===== src/rtl/trans_out_requant.sv =====
`default_nettype none
// ============================================================================
// Module   : trans_out_requant
// Brief    : Round/saturate 22.18 FIR output to 12.10, decimate, and buffer
//            in a small valid/ready FIFO with saturation/overflow statistics.
// Revision : 1.0  initial release
// ============================================================================
module trans_out_requant #(
    parameter int DECIM = 4,
    parameter int DEPTH = 4
) (
    input  logic        clk,
    input  logic        rstn,
    input  logic        in_valid,
    input  logic [21:0] trans_out,
    output logic [11:0] out_data,
    output logic        out_valid,
    input  logic        out_ready,
    output logic [7:0]  sat_cnt,
    output logic        overflow,
    input  logic        clr_stat
);

    localparam int c_PH_W  = (DECIM > 1) ? $clog2(DECIM) : 1;
    localparam int c_AW    = $clog2(DEPTH);
    localparam int c_CNT_W = c_AW + 1;
    localparam logic [c_PH_W-1:0]  c_PH_MAX = c_PH_W'(DECIM - 1);
    localparam logic [c_CNT_W-1:0] c_FULL   = c_CNT_W'(DEPTH);

    // Quantizer: adding half an output LSB before the floor shift rounds half-up
    logic signed [22:0] w_s;
    logic signed [14:0] w_q;
    logic               w_sat_hi;
    logic               w_sat_lo;
    logic [11:0]        w_qdata;

    assign w_s      = {trans_out[21], trans_out} + 23'sd128;
    assign w_q      = 15'(w_s >>> 8);
    assign w_sat_hi = (w_q > 15'sd2047);
    assign w_sat_lo = (w_q < -15'sd2048);
    assign w_qdata  = w_sat_hi ? 12'h7FF : (w_sat_lo ? 12'h800 : w_q[11:0]);

    logic [c_PH_W-1:0] r_ph;
    logic              w_keep;
    logic              r_q_vld;
    logic              r_q_sat;
    logic [11:0]       r_q_data;

    assign w_keep = in_valid && (r_ph == '0);

    always_ff @(posedge clk or negedge rstn) begin
        if (!rstn) begin
            r_ph     <= '0;
            r_q_vld  <= 1'b0;
            r_q_sat  <= 1'b0;
            r_q_data <= '0;
        end else begin
            if (in_valid)
                r_ph <= (r_ph == c_PH_MAX) ? '0 : r_ph + 1'b1;
            r_q_vld <= w_keep;
            if (w_keep) begin
                r_q_data <= w_qdata;
                r_q_sat  <= w_sat_hi || w_sat_lo;
            end
        end
    end

    // FIFO: a full FIFO still accepts a push when the head leaves the same cycle
    logic [11:0]        r_mem [DEPTH];
    logic [c_AW-1:0]    r_wptr;
    logic [c_AW-1:0]    r_rptr;
    logic [c_CNT_W-1:0] r_count;
    logic               w_full;
    logic               w_pop;
    logic               w_push;
    logic               w_drop;

    assign w_full    = (r_count == c_FULL);
    assign out_valid = (r_count != '0);
    assign w_pop     = out_valid && out_ready;
    assign w_push    = r_q_vld && (!w_full || w_pop);
    assign w_drop    = r_q_vld && w_full && !w_pop;
    assign out_data  = out_valid ? r_mem[r_rptr] : 12'd0;

    always_ff @(posedge clk) begin
        if (w_push)
            r_mem[r_wptr] <= r_q_data;
    end

    always_ff @(posedge clk or negedge rstn) begin
        if (!rstn) begin
            r_wptr  <= '0;
            r_rptr  <= '0;
            r_count <= '0;
        end else begin
            if (w_push)
                r_wptr <= r_wptr + 1'b1;
            if (w_pop)
                r_rptr <= r_rptr + 1'b1;
            if (w_push && !w_pop)
                r_count <= r_count + 1'b1;
            else if (w_pop && !w_push)
                r_count <= r_count - 1'b1;
        end
    end

    // Saturation is counted on the push attempt, even if the entry is dropped
    always_ff @(posedge clk or negedge rstn) begin
        if (!rstn) begin
            sat_cnt  <= '0;
            overflow <= 1'b0;
        end else if (clr_stat) begin
            sat_cnt  <= '0;
            overflow <= 1'b0;
        end else begin
            if (r_q_vld && r_q_sat && (sat_cnt != 8'hFF))
                sat_cnt <= sat_cnt + 1'b1;
            if (w_drop)
                overflow <= 1'b1;
        end
    end

endmodule
`default_nettype wire


===== config.mk =====
export PLATFORM = sky130hd
export DESIGN_NAME = trans_out_requant
export DESIGN_NICKNAME = d
export VERILOG_FILES = /design/src/rtl/trans_out_requant.sv
export SDC_FILE = /design/constraint.sdc
export NUM_CORES = 1
export LEC_CHECK = 0
export BUFFER_PORTS_ARGS = -buffer_cell sky130_fd_sc_hd__buf_2
export CORE_UTILIZATION = 62
export DETAILED_ROUTE_END_ITERATION = 10
export PLACE_DENSITY = 0.82
export SYNTH_ARGS = -nofsm -noshare
export SYNTH_HDL_FRONTEND = slang
export SYNTH_SLANG_ARGS = --single-unit

===== constraint.sdc =====
create_clock -name clk -period 5.2 [get_ports clk]
set_clock_uncertainty 0.15 [all_clocks]
set_input_delay 0.52 -clock clk [delete_from_list [all_inputs] [get_ports clk]]
set_output_delay 0.52 -clock clk [all_outputs]
set_load 0.05 [all_outputs]

==> flow_metrics.env, run 1 <==
export IMPL_synth_top_family_by_area="simple AND/OR/NAND/NOR gates"
export IMPL_synth_edf_count=48
export IMPL_ys_seq_area_frac=0.6085
export IMPL_place_area_um2=3938
export IMPL_totalWireLength_um=6290
export IMPL_power_density_nw_per_um2=530.6
export IMPL_setup_ws_ns=2.312
export IMPL_synth_seq_cells=80
export IMPL_slew_headroom=0.4452
export IMPL_cts_root_buf="clkbuf_8"
export IMPL_finalWeightedCongestion=0.8624
export IMPL_drive_gt1_frac=0.2250
export IMPL_hold_violations=0
export IMPL_first_global_vias=2165
export IMPL_core_area_um2=5608
export IMPL_synth_cell_types=45
export IMPL_arrival_ns=2.22
export IMPL_synth_area_um2=3685
export IMPL_slew_viol_final=0
export IMPL_dieWidth_um=79.09
export IMPL_final_common_cell="edfxtp_1"
export IMPL_synthAdderAreaFrac=0.03599
export IMPL_status="finished clean"
export IMPL_netlist_instances=273
export IMPL_std_cell_rows=27
export IMPL_remaining_drc_errors=0
export IMPL_antenna_found_initial=0
export IMPL_die_area_um2=6255
export IMPL_cts_tree="built"
export IMPL_drtAntennaViolNets=0
export IMPL_synthArstFlopShare=0.4000
export IMPL_synth_area_per_cell_um2=13.50
export IMPL_port_buffers=41
export IMPL_yosysWarnings=0
export IMPL_cts_hold_buf=0
export IMPL_p_leak_nw=1.603
export IMPL_post_cts_buffers=0
export IMPL_worst_pin_slew_ns=0.8322
export IMPL_clk_pin_slew_ns=0.07
export IMPL_required_ns=4.53
export IMPL_hold_path_class="in2async"
export IMPL_grt_pass1_wl_um=10310
export IMPL_design_area_um2=4091
export IMPL_nNetsFinal=352
export IMPL_synth_area_mux_share=0.08998
export IMPL_post_drt_wl_per_cell_um=16.05
export IMPL_numCtsBuffers=9
export IMPL_period_share=0.5554
export IMPL_finalCriticalPeriod_ns=2.888
export IMPL_ir_worst_vdd_v=0.0003330
export IMPL_setup_viol_count_final=0
export IMPL_synth_top_flop_cell="edfxtp_1"
export IMPL_dp_hpwl_um=4267
export IMPL_holdWs_ns=0.09166
export IMPL_fin_util=0.7296
export IMPL_mostFrequentLayoutCells="edfxtp_1 (48), buf_2 (41), dfrtp_1 (32)"
export IMPL_ctsHtreeMaxLevel=3
export IMPL_track_usage=0.2278
export IMPL_maxCapViolations=0
export IMPL_chipHeight_um=79.09
export IMPL_max_clock_path_buffers=2
export IMPL_start_util=0.6571
export IMPL_yosys_area_share_simple=0.1379
export IMPL_first_iter_violations=109
export IMPL_vias_per_cell=5.673
export IMPL_reg2reg_depth=8
export IMPL_grt_ovfl_total=0
export IMPL_ios=49
export IMPL_setup_tns_ns=0
export IMPL_clk_latency_ns=0.33
export IMPL_vias=2224
export IMPL_synth_compound_area_frac=0.05467
export IMPL_critical_path_class="reg2out"
export IMPL_max_freq_mhz=346.3
export IMPL_area_growth_pct=11.04
export IMPL_dr_pass1_iters=4
export IMPL_grt_max_degree=33
export IMPL_cp_max_fo=14
export IMPL_synth_xor_area_share=0.05229
export IMPL_syn_nets=310
export IMPL_ctsResizeCount=0
export IMPL_rsz0062_at_grt="false"
export IMPL_diodes=0
export IMPL_cp_start_kind="register"
export IMPL_cts_num_sinks=80
export IMPL_cp_end_kind="output pin"
export IMPL_place_ws_ns=2.663
per-stage QoR:
step                      power, W  instances
after floorplan           0.001638        273
after global placement    0.001788        376
after detailed placement  0.001823        376
after CTS                 0.002190        392
after global routing      0.002286        392
final                     0.002171        392
area by class of cell:
cell class | instances | area, µm²
tap | 72 | 90.09
multi-input combinational | 174 | 1366
inverter | 9 | 33.78
clock inverter | 6 | 26.28
timing repair buffer | 41 | 205.2
fill | 393 | 1516
clock buffer | 10 | 127.6
sequential | 80 | 2242
metal layers:
metal	global-route usage	routed length, µm	vias up	share of wire
li1	-	-	1078	-
met1	0.2854	2626	1072	0.42
met2	0.3888	3235	64	0.51
met3	0.04598	313	10	0.050
met4	0.09273	115	0	0.018
met5	0	0	-	0
flip-flops by register name, summed over array words and instances, names as in the netlist:
name,flops
r_rptr,2
r_mem,48
r_q_sat,1
sat_cnt,8
r_wptr,2
r_q_data,12
r_count,3
overflow,1
r_q_vld,1
r_ph,2
worst max-delay path: stages (launching register included):
cell     delay [ns]
dfrtp_1        0.89
mux4_2         0.62
and2_1         0.17
buf_2          0.20
logic make-up (layout without fill, tap and decap cells):
family	Yosys count	after routing
adder cells (fa/ha/maj)	10	10
AO/OA/AOI/OAI	29	29
AND/OR/NAND/NOR	95	95
buffers and inverters	19	66
XOR/XNOR	22	22
flip-flops	80	80
multiplexers	18	18
path summary, 6_finish.rpt:
path	from	to	slack, ns
min	rstn	r_q_data[6]	0.09
max	r_rptr[0]	out_data[4]	2.31
min in group clk	in_valid	r_ph[1]	0.27
max in group asynchronous	rstn	r_rptr[1]	4.34
max reg2reg	r_count[1]	r_count[2]	2.74
min reg2reg	r_count[2]	r_count[2]	0.34
Yosys cell counts (2+ instances only):
master,instances,area share
a21oi_1,6,0.0081
and2_1,16,0.027
and3_1,3,0.0051
and4_1,2,0.0048
buf_1,2,0.0020
buf_2,4,0.0054
clkbuf_1,4,0.0041
dfrtp_1,32,0.22
edfxtp_1,48,0.39
ha_1,9,0.031
inv_1,9,0.0092
mux2i_1,5,0.014
mux4_2,12,0.073
nand2_1,16,0.016
nand3_1,8,0.011
nand4_1,3,0.0051
nand4_2,2,0.0068
nor2_1,27,0.028
nor2b_1,2,0.0034
nor3_1,5,0.0068
nor3_2,2,0.0054
nor4_1,3,0.0051
o21ai_0,7,0.0095
o21ai_1,4,0.0054
o22ai_1,2,0.0034
xnor2_1,11,0.026
xor2_1,11,0.026
power breakdown:
part / leakage (nW) / switching [W] / internal, W / total, W
Clock: 0.0739 / 0.000197 / 0.000165 / 0.000362
Sequential: 0.827 / 0.000161 / 0.000867 / 0.00103
Combinational: 0.702 / 0.000490 / 0.000290 / 0.000780
Total: 1.60 / 0.000848 / 0.00132 / 0.00217
No activity file was read; power rests on OpenSTA's default activity.
==> run 2, diff against run 1 <==
Settings changed: CORE_UTILIZATION 62 to 52, PLACE_DENSITY 0.82 to 0.73.
Clock period 5.2 ns to 2.6 ns, I/O delays scaled along.
==> flow_metrics.env, run 2 (synthesized netlist as in run 1, its figures left out) <==
export IMPL_status="finished clean"
export IMPL_p_leak_nw=1.638
export IMPL_port_buffers=41
export IMPL_finalWeightedCongestion=0.8270
export IMPL_slew_headroom=0.5419
export IMPL_path_buf_inv=1
export IMPL_cts_root_buf="clkbuf_8"
export IMPL_post_drt_wl_per_cell_um=14.56
export IMPL_clk_latency_ns=0.34
export IMPL_cp_top_family="adder cells"
export IMPL_cts_num_sinks=80
export IMPL_regMostFlops="r_mem"
export IMPL_regArea_um2=2242
export IMPL_chipHeight_um=86.18
export IMPL_ctsHtreeMaxLevel=3
export IMPL_grt_pass1_wl_um=10320
export IMPL_max_clock_path_buffers=2
export IMPL_totalWireLength_um=6143
export IMPL_max_stage_delay_ns=0.42
export IMPL_drive_gt1_frac=0.2393
export IMPL_ctsResizeCount=0
export IMPL_vias=2191
export IMPL_slew_viol_final=0
export IMPL_place_area_um2=3998
export IMPL_vias_per_cell=5.192
export IMPL_grt_ovfl_total=0
export IMPL_drtAntennaViolNets=0
export IMPL_numCtsBuffers=9
export IMPL_largest_reg_flops=48
export IMPL_rsz0062_at_grt="false"
export IMPL_nFillCells=556
export IMPL_cp_max_fo=8
export IMPL_mostFrequentLayoutCells="edfxtp_1 (48), buf_2 (41), dfrtp_1 (32)"
export IMPL_worst_pin_slew_ns=0.6872
export IMPL_first_global_vias=2150
export IMPL_critical_path_class="reg2reg"
export IMPL_hold_violations=0
export IMPL_antenna_found_initial=0
export IMPL_clk_pin_slew_ns=0.08
export IMPL_track_usage=0.1873
export IMPL_dp_hpwl_um=4372
export IMPL_die_area_um2=7427
export IMPL_setup_ws_ns=0.2524
export IMPL_nNetsFinal=358
export IMPL_setup_tns_ns=0
export IMPL_post_cts_buffers=0
export IMPL_dieWidth_um=86.18
export IMPL_std_cell_rows=30
export IMPL_top_regs="r_mem x48, r_q_data x12, sat_cnt x8"
export IMPL_setup_viol_count_final=0
export IMPL_first_iter_violations=74
export IMPL_grt_max_degree=33
export IMPL_core_area_um2=6832
export IMPL_period_share=0.9029
export IMPL_cts_tree="built"
export IMPL_power_density_nw_per_um2=1056
export IMPL_holdWs_ns=0.04072
export IMPL_maxCapViolations=0
export IMPL_diodes=0
export IMPL_cp_start_kind="register"
export IMPL_place_ws_ns=0.2566
export IMPL_finalCriticalPeriod_ns=2.348
export IMPL_path_cells="nor4b_1 > nor2b_1 > ha_1 > inv_1 > fa_1 > mux2_2"
export IMPL_design_area_um2=4183
export IMPL_max_freq_mhz=426.0
export IMPL_area_growth_pct=13.51
export IMPL_ir_worst_vdd_v=0.0004371
export IMPL_final_common_cell="edfxtp_1"
export IMPL_ios=49
export IMPL_required_ns=2.68
export IMPL_hold_path_class="in2reg"
export IMPL_multi_input_area_um2=1366
export IMPL_remaining_drc_errors=0
export IMPL_arrival_ns=2.42
export IMPL_dr_pass1_iters=4
export IMPL_cp_slowest_cell="dfrtp_1"
export IMPL_cp_end_kind="register"
export IMPL_start_util=0.5394
run 2: final timing paths:
| path | slack [ns] | from | endpoint | cells after the start |
|---|---|---|---|---|
| setup / recovery | 0.25 | r_count[1] | r_count[1] | 6 |
| hold / removal | 0.04 | clr_stat | sat_cnt[4] | 2 |
| setup reg to reg | 0.25 | r_count[1] | r_count[1] | 6 |
| hold reg to reg | 0.34 | r_count[2] | r_count[2] | 1 |
| max in group asynchronous | 1.51 | rstn | r_q_data[4] | 2 |
| min in group asynchronous | 0.34 | rstn | r_count[2] | 2 |
run 2: worst register-to-register path: stages, from the launching register on:
cell	delay, ns
dfrtp_1	0.42
nor4b_1	0.42
nor2b_1	0.21
ha_1	0.27
inv_1	0.07
fa_1	0.41
mux2_2	0.28
run 2: final cells by class:
class | instances | area share
Clock buffer | 12 | 0.03470
Clock inverter | 4 | 0.004786
Inverter | 9 | 0.008077
Multi-Input combinational cell | 174 | 0.3267
Sequential cell | 80 | 0.5360
Tap cell | 96 | 0.02872
Timing Repair Buffer | 47 | 0.06102
run 2: metrics by stage:
stage            util  std cells  power [W]
4_1_cts        0.6123        422   0.004458
6_report       0.6123        422   0.004416
3_5_place_dp   0.5852        404   0.003694
5_1_grt        0.6123        422   0.004663
3_3_place_gp   0.5852        404   0.003625
2_1_floorplan       -        273   0.003275
run 2: repair_timing:
item	CTS	global route
endpoints found under the hold margin	33	0
hold buffers	2	0
endpoints found under the setup margin	0	0
run 2: report_power, final:
part,switching [W],total (W),internal [W]
Clock,0.000402,0.000767,0.000365
Combinational,0.00104,0.00165,0.000618
Sequential,0.000259,0.00199,0.00174
run 2: per-layer routing:
metal  GRT usage  up-vias  wire, µm
met5           0        -         0
met4     0.06364        0        44
met3     0.05429        4       203
met2      0.2951       41      2968
met1      0.2525     1042      2927
li1            -     1104         -
